## config.mk

```make
export PLATFORM = sky130hd
export DESIGN_NAME = memory_stage
export DESIGN_NICKNAME = d
export VERILOG_FILES = /design/src/rtl/mem_stage_pkg.sv /design/src/rtl/stack_pointer_unit.sv /design/src/rtl/memory_stage.sv
export SDC_FILE = /design/constraint.sdc
export NUM_CORES = 1
export LEC_CHECK = 0
export BUFFER_PORTS_ARGS = -buffer_cell sky130_fd_sc_hd__clkbuf_2
export CORE_ASPECT_RATIO = 0.75
export CORE_MARGIN = 2
export CORE_UTILIZATION = 50
export DETAILED_ROUTE_END_ITERATION = 6
export GPL_ROUTABILITY_DRIVEN = 0
export HOLD_SLACK_MARGIN = 0.02
export PLACE_DENSITY = 0.87
export SYNTH_ARGS = -nofsm -noshare
export SYNTH_HDL_FRONTEND = slang
export SYNTH_SLANG_ARGS = --single-unit
```

## constraint.sdc

```tcl
create_clock -name clk -period 3.1 [get_ports clk]
set_clock_uncertainty 0.1 [all_clocks]
set_input_delay 0.62 -clock clk [delete_from_list [all_inputs] [get_ports clk]]
set_output_delay 0.62 -clock clk [all_outputs]
set_load 0.005 [all_outputs]
```

## src/rtl/mem_stage_pkg.sv

```systemverilog
// Shared encodings for the memory stage: address/write-source selects, stack ops, FSM states.
// No logic of its own.
// Feature macro affecting users of this package: MEMORY_STAGE_STACK_CHECK_EN.
package mem_stage_pkg;

    localparam int ADDR_W_DEFAULT   = 11;
    localparam int SP_RESET_DEFAULT = (1 << ADDR_W_DEFAULT) - 1;

    typedef enum logic [1:0] {
        ASEL_RESULT  = 2'b00,
        ASEL_SP      = 2'b01,
        ASEL_SP_P1   = 2'b10,
        ASEL_RESULT2 = 2'b11
    } addr_sel_t;

    typedef enum logic [1:0] {
        WSRC_RD2   = 2'b00,
        WSRC_RD1   = 2'b01,
        WSRC_PC    = 2'b10,
        WSRC_FLAGS = 2'b11
    } wsrc_sel_t;

    typedef enum logic [2:0] {
        SP_HOLD = 3'd0,
        SP_INC1 = 3'd1,
        SP_INC2 = 3'd2,
        SP_DEC1 = 3'd3,
        SP_DEC2 = 3'd4
    } sp_op_t;

    typedef enum logic [1:0] {
        CHK_NONE     = 2'd0,
        CHK_PUSH     = 2'd1,
        CHK_POP      = 2'd2,
        CHK_POP_WIDE = 2'd3
    } sp_chk_t;

    typedef enum logic {
        ST_IDLE  = 1'b0,
        ST_BEAT2 = 1'b1
    } state_t;

endpackage

```

## src/rtl/stack_pointer_unit.sv

```systemverilog
// Stack pointer register with +1/+2/-1/-2 update and bounds compare (MEMORY_STAGE_STACK_CHECK_EN).
// Latency: SP updates on the clock after op; fault is combinational from chk and current SP.
// Backpressure: none; the caller forces op to SP_HOLD when an access is suppressed.
module stack_pointer_unit
    import mem_stage_pkg::*;
#(
    parameter int ADDR_W   = ADDR_W_DEFAULT,
    parameter int SP_RESET = (1 << ADDR_W) - 1
) (
    input  logic              clk,
    input  logic              reset,
    input  logic [2:0]        op,
    input  logic [1:0]        chk,
    output logic [ADDR_W-1:0] sp,
    output logic [ADDR_W-1:0] sp_plus1,
    output logic [ADDR_W-1:0] sp_plus2,
    output logic [ADDR_W-1:0] sp_minus1,
    output logic              fault
);

    localparam logic [ADDR_W-1:0] SP_TOP = ADDR_W'(SP_RESET);

    // Plain ADDR_W-bit arithmetic gives the modulo wrap for free.
    assign sp_plus1  = sp + ADDR_W'(1);
    assign sp_plus2  = sp + ADDR_W'(2);
    assign sp_minus1 = sp - ADDR_W'(1);

    always_ff @(posedge clk) begin
        if (reset) begin
            sp <= SP_TOP;
        end else begin
            case (op)
                SP_INC1: sp <= sp_plus1;
                SP_INC2: sp <= sp_plus2;
                SP_DEC1: sp <= sp_minus1;
                SP_DEC2: sp <= sp - ADDR_W'(2);
                default: sp <= sp;
            endcase
        end
    end

`ifdef MEMORY_STAGE_STACK_CHECK_EN
    always_comb begin
        case (chk)
            CHK_PUSH:     fault = (sp == '0);
            CHK_POP:      fault = (sp == SP_TOP);
            CHK_POP_WIDE: fault = (sp >= SP_TOP - ADDR_W'(1));
            default:      fault = 1'b0;
        endcase
    end
`else
    logic chk_unused;
    assign chk_unused = ^chk;
    assign fault      = 1'b0;
`endif

endmodule

```

## src/rtl/memory_stage.sv

```systemverilog
// MEM stage: drives data memory, owns SP, splits 32-bit PC push/pop into two beats (MEMORY_STAGE_STACK_CHECK_EN).
// Latency: results registered into MEM->WB one cycle after the access; wide ops take two cycles.
// Backpressure: stall_out asserted combinationally during the first beat of a wide push/pop.
module memory_stage
    import mem_stage_pkg::*;
#(
    parameter int ADDR_W   = ADDR_W_DEFAULT,
    parameter int SP_RESET = (1 << ADDR_W) - 1
) (
    input  logic              clk,
    input  logic              reset,
    input  logic [15:0]       result,
    input  logic [31:0]       PC,
    input  logic [15:0]       LDM_value,
    input  logic [15:0]       read_data1,
    input  logic [15:0]       read_data2,
    input  logic [2:0]        flag_register,
    input  logic              mem_read,
    input  logic              mem_write,
    input  logic              mem_push,
    input  logic              mem_pop,
    input  logic              reg_write,
    input  logic              pc_enable,
    input  logic [1:0]        wb_sel,
    input  logic [1:0]        memory_address_select,
    input  logic [1:0]        memory_write_src_select,
    input  logic [15:0]       dmem_rdata,
    output logic [ADDR_W-1:0] dmem_addr,
    output logic [15:0]       dmem_wdata,
    output logic              dmem_we,
    output logic              dmem_re,
    output logic              stall_out,
    output logic [15:0]       mem_data_out,
    output logic [15:0]       result_out,
    output logic [15:0]       LDM_value_out,
    output logic              reg_write_out,
    output logic              pc_enable_out,
    output logic [1:0]        wb_sel_out,
    output logic [31:0]       popped_pc_out,
    output logic [2:0]        conditions_from_memory_pop,
    output logic              stack_fault
);

    state_t            state, next_state;
    sp_op_t            sp_op;
    sp_chk_t           sp_chk;
    logic [ADDR_W-1:0] sp, sp_plus1, sp_plus2, sp_minus1;
    logic              sp_fault;
    logic [ADDR_W-1:0] sel_addr;
    logic [15:0]       sel_wdata;
    logic [15:0]       low_hold;
    logic              beat_pop;
    logic              bubble, hold_low, pop_done, load_data, narrow_pop;

    stack_pointer_unit #(
        .ADDR_W   (ADDR_W),
        .SP_RESET (SP_RESET)
    ) u_sp (
        .clk       (clk),
        .reset     (reset),
        .op        (sp_op),
        .chk       (sp_chk),
        .sp        (sp),
        .sp_plus1  (sp_plus1),
        .sp_plus2  (sp_plus2),
        .sp_minus1 (sp_minus1),
        .fault     (sp_fault)
    );

    always_comb begin
        case (memory_address_select)
            ASEL_SP:    sel_addr = sp;
            ASEL_SP_P1: sel_addr = sp_plus1;
            default:    sel_addr = result[ADDR_W-1:0];
        endcase
        case (memory_write_src_select)
            WSRC_RD2:   sel_wdata = read_data2;
            WSRC_RD1:   sel_wdata = read_data1;
            WSRC_PC:    sel_wdata = PC[15:0];
            default:    sel_wdata = {13'b0, flag_register};
        endcase
    end

    always_comb begin
        next_state = state;
        stall_out  = 1'b0;
        dmem_we    = 1'b0;
        dmem_re    = 1'b0;
        dmem_addr  = sel_addr;
        dmem_wdata = sel_wdata;
        sp_op      = SP_HOLD;
        sp_chk     = CHK_NONE;
        bubble     = 1'b0;
        hold_low   = 1'b0;
        pop_done   = 1'b0;
        load_data  = 1'b0;
        narrow_pop = 1'b0;
        if (!reset) begin
            case (state)
                ST_IDLE: begin
                    // Push takes priority over pop; write over read.
                    if (mem_push) begin
                        sp_chk = CHK_PUSH;
                        if (sp_fault) begin
                            bubble = 1'b1;
                        end else begin
                            dmem_we   = 1'b1;
                            dmem_addr = sp;
                            if (memory_write_src_select == WSRC_PC) begin
                                dmem_wdata = PC[31:16];
                                next_state = ST_BEAT2;
                                stall_out  = 1'b1;
                                bubble     = 1'b1;
                            end else begin
                                sp_op = SP_DEC1;
                            end
                        end
                    end else if (mem_pop) begin
                        sp_chk = pc_enable ? CHK_POP_WIDE : CHK_POP;
                        if (sp_fault) begin
                            bubble = 1'b1;
                        end else begin
                            dmem_re   = 1'b1;
                            dmem_addr = sp_plus1;
                            if (pc_enable) begin
                                next_state = ST_BEAT2;
                                stall_out  = 1'b1;
                                bubble     = 1'b1;
                                hold_low   = 1'b1;
                            end else begin
                                sp_op      = SP_INC1;
                                load_data  = 1'b1;
                                narrow_pop = 1'b1;
                            end
                        end
                    end else if (mem_write) begin
                        dmem_we = 1'b1;
                    end else if (mem_read) begin
                        dmem_re   = 1'b1;
                        load_data = 1'b1;
                    end
                end
                default: begin
                    next_state = ST_IDLE;
                    if (beat_pop) begin
                        dmem_re   = 1'b1;
                        dmem_addr = sp_plus2;
                        sp_op     = SP_INC2;
                        pop_done  = 1'b1;
                    end else begin
                        sp_chk = CHK_PUSH;
                        if (sp_fault) begin
                            bubble = 1'b1;
                        end else begin
                            dmem_we    = 1'b1;
                            dmem_addr  = sp_minus1;
                            dmem_wdata = PC[15:0];
                            sp_op      = SP_DEC2;
                        end
                    end
                end
            endcase
        end
    end

    always_ff @(posedge clk) begin
        if (reset) begin
            state                      <= ST_IDLE;
            beat_pop                   <= 1'b0;
            low_hold                   <= '0;
            mem_data_out               <= '0;
            result_out                 <= '0;
            LDM_value_out              <= '0;
            reg_write_out              <= 1'b0;
            pc_enable_out              <= 1'b0;
            wb_sel_out                 <= '0;
            popped_pc_out              <= '0;
            conditions_from_memory_pop <= '0;
        end else begin
            state         <= next_state;
            result_out    <= result;
            LDM_value_out <= LDM_value;
            wb_sel_out    <= wb_sel;
            reg_write_out <= reg_write & ~bubble;
            pc_enable_out <= pop_done | (pc_enable & ~bubble);
            if (state == ST_IDLE) begin
                beat_pop <= hold_low;
            end
            if (hold_low) begin
                low_hold <= dmem_rdata;
            end
            if (load_data) begin
                mem_data_out <= dmem_rdata;
            end
            if (narrow_pop) begin
                conditions_from_memory_pop <= dmem_rdata[2:0];
            end
            if (pop_done) begin
                popped_pc_out <= {dmem_rdata, low_hold};
            end
        end
    end

`ifdef MEMORY_STAGE_STACK_CHECK_EN
    always_ff @(posedge clk) begin
        if (reset) begin
            stack_fault <= 1'b0;
        end else if (sp_fault) begin
            stack_fault <= 1'b1;
        end
    end
`else
    assign stack_fault = 1'b0;
`endif

endmodule

```

; ---- Word level (Yosys, flattened, before mapping)
; Index checks and enable logic that the tools add are counted.
[word_totals]
reg_bits = 116
inputBits = 129
output_inout_bits = 118
[op_classes]
n_addsub = 4
n_reduce_logical = 2
n_eq_ne = 8
n_mux = 53
bitwise = 4
[op_table]
columns = op, n
row1 = $mux 16, 5
row2 = $mux 11, 5
row3 = $pmux 16 s3, 1
row4 = $pmux 11 s4, 1
row5 = $mux 1, 35
row6 = $pmux 11 s2, 1
row7 = $mux 3, 4
row8 = $add 11x1->11 const B, 1
row9 = $add 11x2->11 const B, 1
row10 = $sub 11x1->11 const B, 1
row11 = $sub 11x2->11 const B, 1
row12 = $eq 3x2->1 const B, 2
row13 = $eq 2x1->1 const B, 2
row14 = $eq 2x2->1 const B, 2
row15 = $reduce_bool 4->1, 1
row16 = $eq 3x1->1 const B, 1
row17 = $eq 3x3->1 const B, 1
row18 = $and 1x1->1, 2
row19 = $logic_not 2->1, 1
row20 = $mux 2, 1
row21 = $not 1->1, 1
row22 = $or 1x1->1, 1

; ---- Longest topological paths before layout
[logic_depth]
word_depth = 8
depth_mapped = 10
depth_no_buf = 8

; ---- By module
; From an unflattened synthesis, not the netlist that was laid out.
[unflattened]
hier_cells = 791
area_unflattened_um2 = 6358.6
[modules_own_cells]
columns = module, area_per_inst_um2, seq_area_each_um2, cells_each, instances
row1 = memory_stage, 4745.8, 2102.0, 572, 1
row2 = stack_pointer_unit, 1612.8, 220.2, 219, 1

; ---- Least setup slack after synthesis
; OpenSTA, ideal clock, no wires.
[synth_path]
path_type = register to output
start = reg u_sp.sp[2]
end = out dmem_addr[9]
required_ps = 2380
stages_incl_launch_ff = 10
t_arrival_ps = 1875
path_buffers = 2
slack_ps = 505
path_cell_list = dfxtp_1 -> ha_1 -> buf_6 -> and4_4 -> buf_6 -> nand3_4 -> mux2i_1 -> a221o_1 -> a22o_1 -> a22oi_2
[synth_via]
elab_chain_cells = 6
word_cells_on_any_way = 9
classes_between = add/sub: 3 / mux: 6
[synth_lines]
columns = element, line
row1 = from (decl), stack_pointer_unit.sv:14  ; output logic [ADDR_W-1:0] sp,
row2 = from (signal assigned), stack_pointer_unit.sv:33  ; SP_INC1: sp <= sp_plus1;
row3 = from (signal assigned), stack_pointer_unit.sv:34  ; SP_INC2: sp <= sp_plus2;
row4 = from (signal assigned), stack_pointer_unit.sv:35  ; SP_DEC1: sp <= sp_minus1;
row5 = $add 11x1->11, stack_pointer_unit.sv:24  ; assign sp_plus1 = sp + ADDR_W'(1);
row6 = $pmux 11 s2, memory_stage.sv:71  ; case (memory_address_select)
row7 = $mux 11, memory_stage.sv:118  ; end else if (mem_pop) begin
row8 = $mux 11, memory_stage.sv:102  ; if (mem_push) begin
row9 = $mux 11, memory_stage.sv:99  ; case (state)
row10 = $mux 11 (*), memory_stage.sv:98  ; if (!reset) begin
row11 = to (decl), memory_stage.sv:28  ; output logic [ADDR_W-1:0] dmem_addr,
; Mark *: on every way between the ends. The rest lies on a longest branch, timed or not.

; ---- Final worst setup path
[layout_path]
start = reg u_sp.sp[0]
end = out dmem_addr[10]
; Same word-level chain as after synthesis.

==> flow_summary.json <==
{
  "hold_viol_final": 0,
  "die_w_um": 135.9,
  "route.detailed.wl_per_inst_um": 17.39,
  "vdd_drop_max_mv": 0.4137,
  "grt.overflow.total": 0,
  "p_clk_frac": 0.418,
  "hold_class": "in -> reg",
  "dp_hpwl_mm": 15.64,
  "switching_share": 0.3208,
  "cellPowerDensity_nw_per_um2": 561.1,
  "r2r-end": "u_sp.sp[2]",
  "combPwrFrac": 0.250,
  "synth.distinct_cells": 73,
  "arrival_ns": 2.33,
  "syn_nets": 977,
  "leakagePower_uw": 0.004049,
  "worst_pin_slew_ns": 0.6591,
  "cts_sinks": 116,
  "cts-root-buf": "clkbuf_16",
  "clkLatencyLatePin_ns": 0.41,
  "reg2reg_depth": 7,
  "synth-edff-count": 0,
  "outcome": "complete, no violations",
  "setup_viol": 0,
  "p_seq_frac": 0.333,
  "maxSlewViolCount": 0,
  "drc": 0,
  "critPathKind": "reg -> out",
  "final_nets": 1217,
  "multi_input_area_um2": 3845,
  "p_int_uw": 3315,
  "core_area_um2": 12880,
  "num_vias": 7432,
  "rsz0062_at_grt": "true",
  "cts_tree": "done",
  "first_pass_iters": 5,
  "tns_ns": 0,
  "slowest_stage": "or3_4",
  "holdWs_ns": 0.3174,
  "crit_buf_inv": 1,
  "grt_pass1_wl_mm": 34.00,
  "grt_pass1_vias": 6786,
  "htreeDepth": 4,
  "seq_area_frac_synth": 0.3560,
  "crit_family": "simple AND/OR/NAND/NOR gates",
  "min_period_ns": 3.048,
  "fp-row-count": 36,
  "setup.worst_path.end_class": "primary output",
  "hold_path_depth": 2,
  "synth_cells": 842,
  "reg2reg_from": "beat_pop",
  "crit_path_max_fanout": 8,
  "r2r_slack_ns": 0.58,
  "area.growth.synth_to_final_pct": 33.38,
  "fill_cells": 1076,
  "cts.clk_slew.worst_paths_ns": 0.06,
  "vias_per_cell": 5.870,
  "p_switching_uw": 1566,
  "die_h_um": 102.9,
  "grt_max_degree": 45,
  "synthArstFlopShare": 0,
  "io_buffers": 245,
  "slowest_delay_ns": 0.44,
  "drv_cap": 0,
  "io-pin-count": 247,
  "crit_chain": "ha_2 -> nand3_4 -> or3_4 -> a21oi_2 -> o21ai_1 -> a22oi_1 -> o221ai_1 -> clkbuf_2",
  "fin_util": 0.6753,
  "register_area_um2": 2337,
  "ys_seq_elements": 116,
  "synth_flop_cell": "dfxtp_1",
  "initial_utilization": 0.5063,
  "diodes": 0,
  "fin_crit_sh": 0.9831,
  "cts_buffers": 17,
  "dieArea_um2": 13980,
  "clockBufferDepth": 2,
  "antenna_found_initial": 0,
  "relSlewSlack": 0.5589,
  "wl_mm": 22.01,
  "antenna_left": 0,
  "drive_above_1_share": 0.3397,
  "drt_iter0_markers": 774,
  "cp.required_ns": 2.38,
  "syn_area_um2": 6523,
  "min_to": "LDM_value_out[8]",
  "yosysWarnings": 0,
  "track_usage": 0.3084,
  "max_freq_mhz": 328.1,
  "startpoint_type": "flip-flop",
  "min-delay-start": "LDM_value[8]",
  "avgSynthCellArea_um2": 7.746
}
layout make-up:
class	instances	share of cell area
clock inverters	15	0.02100
clock buffers	17	0.04890
well taps	171	0.02459
repair buffers	299	0.1897
inverters	12	0.005178
multi-input cells	636	0.4420
flip-flops and latches	116	0.2687
power groups by stage:
stage	Clock [µW]	Combinational, µW	Sequential, µW
3_5_place_dp	0	1130	1650
2_1_floorplan	0	757	1620
3_3_place_gp	0	1110	1650
6_report	2040	1220	1620
5_1_grt	2120	1320	1630
4_1_cts	2060	1140	1620
placed cells by master (no fill, tap or decap), drive strengths merged, types with 3 or more instances in the layout:
| master | n |
|---|---|
| a211o | 3 |
| a211oi | 5 |
| a21o | 9 |
| a21oi | 91 |
| a221oi | 5 |
| a22oi | 22 |
| a2bb2oi | 3 |
| a31oi | 10 |
| and2 | 4 |
| and3 | 6 |
| buf | 56 |
| clkbuf | 260 |
| dfxtp | 116 |
| ha | 6 |
| inv | 22 |
| mux2i | 35 |
| mux4 | 3 |
| nand2 | 141 |
| nand2b | 6 |
| nand3 | 38 |
| nand4 | 7 |
| nor2 | 57 |
| nor2b | 44 |
| nor3 | 16 |
| nor3b | 3 |
| nor4 | 3 |
| o211ai | 5 |
| o21ai | 36 |
| o221ai | 4 |
| o22ai | 23 |
| o31ai | 3 |
| or2 | 3 |
| xnor2 | 10 |
| xor2 | 6 |
what timing repair did:
action                                  CTS  global route
buffers inserted                          0             2
endpoints found under the setup margin    4            19
hold buffers                              0             0
resized for setup                         4            21
pin swaps                                 0             1
logic make-up (layout without fill, tap and decap cells):
family / Yosys count / after routing / share of synthesized area
fa+ha+maj: 6 / 6 / 0.01151
simple gates: 337 / 337 / 0.2484
mux: 40 / 40 / 0.06752
buf+inv: 90 / 343 / 0.06599
flops: 116 / 116 / 0.3560
compound gates: 236 / 236 / 0.2285
xor+xnor: 16 / 16 / 0.02148
other cells: 1 / 1 / 0.0005749
sequential cells by signal (all words and copies together) (netlist names), 2 cells and up:
register / cells
LDM_value_out: 16
conditions_from_memory_pop: 3
low_hold: 16
mem_data_out: 16
popped_pc_out: 32
result_out: 16
u_sp.sp: 11
wb_sel_out: 2
how the worst max path moves through the flow:
stage                from        endpoint  slack (ns)  depth (start not counted)
4_1_cts        u_sp.sp[5]   dmem_addr[10]       -0.03                          8
6_report       u_sp.sp[0]   dmem_addr[10]        0.05                          8
3_3_place_gp     mem_push  dmem_wdata[12]        0.28                          6
3_5_place_dp     mem_push  dmem_wdata[12]        0.17                          6
2_1_floorplan  u_sp.sp[2]    dmem_addr[9]        0.51                          9
5_1_grt        u_sp.sp[0]   dmem_addr[10]       -0.08                          8
metrics by stage:
stage	setup WS [ns]	power, µW	cell area, µm²	cells
after global routing	-0.07588	5075	8700	1266
after floorplan	0.5053	2380	6523	842
after detailed placement	0.1694	2779	7998	1232
after CTS	-0.02814	4823	8611	1264
after global placement	0.2812	2754	7998	1232
final	0.05235	4881	8700	1266
per-layer routing:
layer | track usage | routed length [µm]
met2 | 0.4930 | 9943
met3 | 0.07915 | 2885
met4 | 0.09215 | 382
met1 | 0.4144 | 8803
met5 | 0 | 0
synth_stat cells, types with 9 or more instances:
master,number,area [µm²]
xnor2_1,10,87.58
nor2b_1,44,275.3
clkbuf_1,34,127.6
inv_1,12,45.04
mux2i_1,35,350.3
buf_1,10,37.54
nor3_1,16,80.08
nand2_1,140,525.5
a22oi_1,21,157.7
a21o_1,9,67.56
nor2_1,56,210.2
o21ai_0,30,150.1
dfxtp_1,116,2322
a31oi_1,10,62.56
o22ai_1,22,137.6
nand3_1,35,175.2
buf_2,23,115.1
a21oi_1,89,445.4
(Power assumes the default switching activity.)
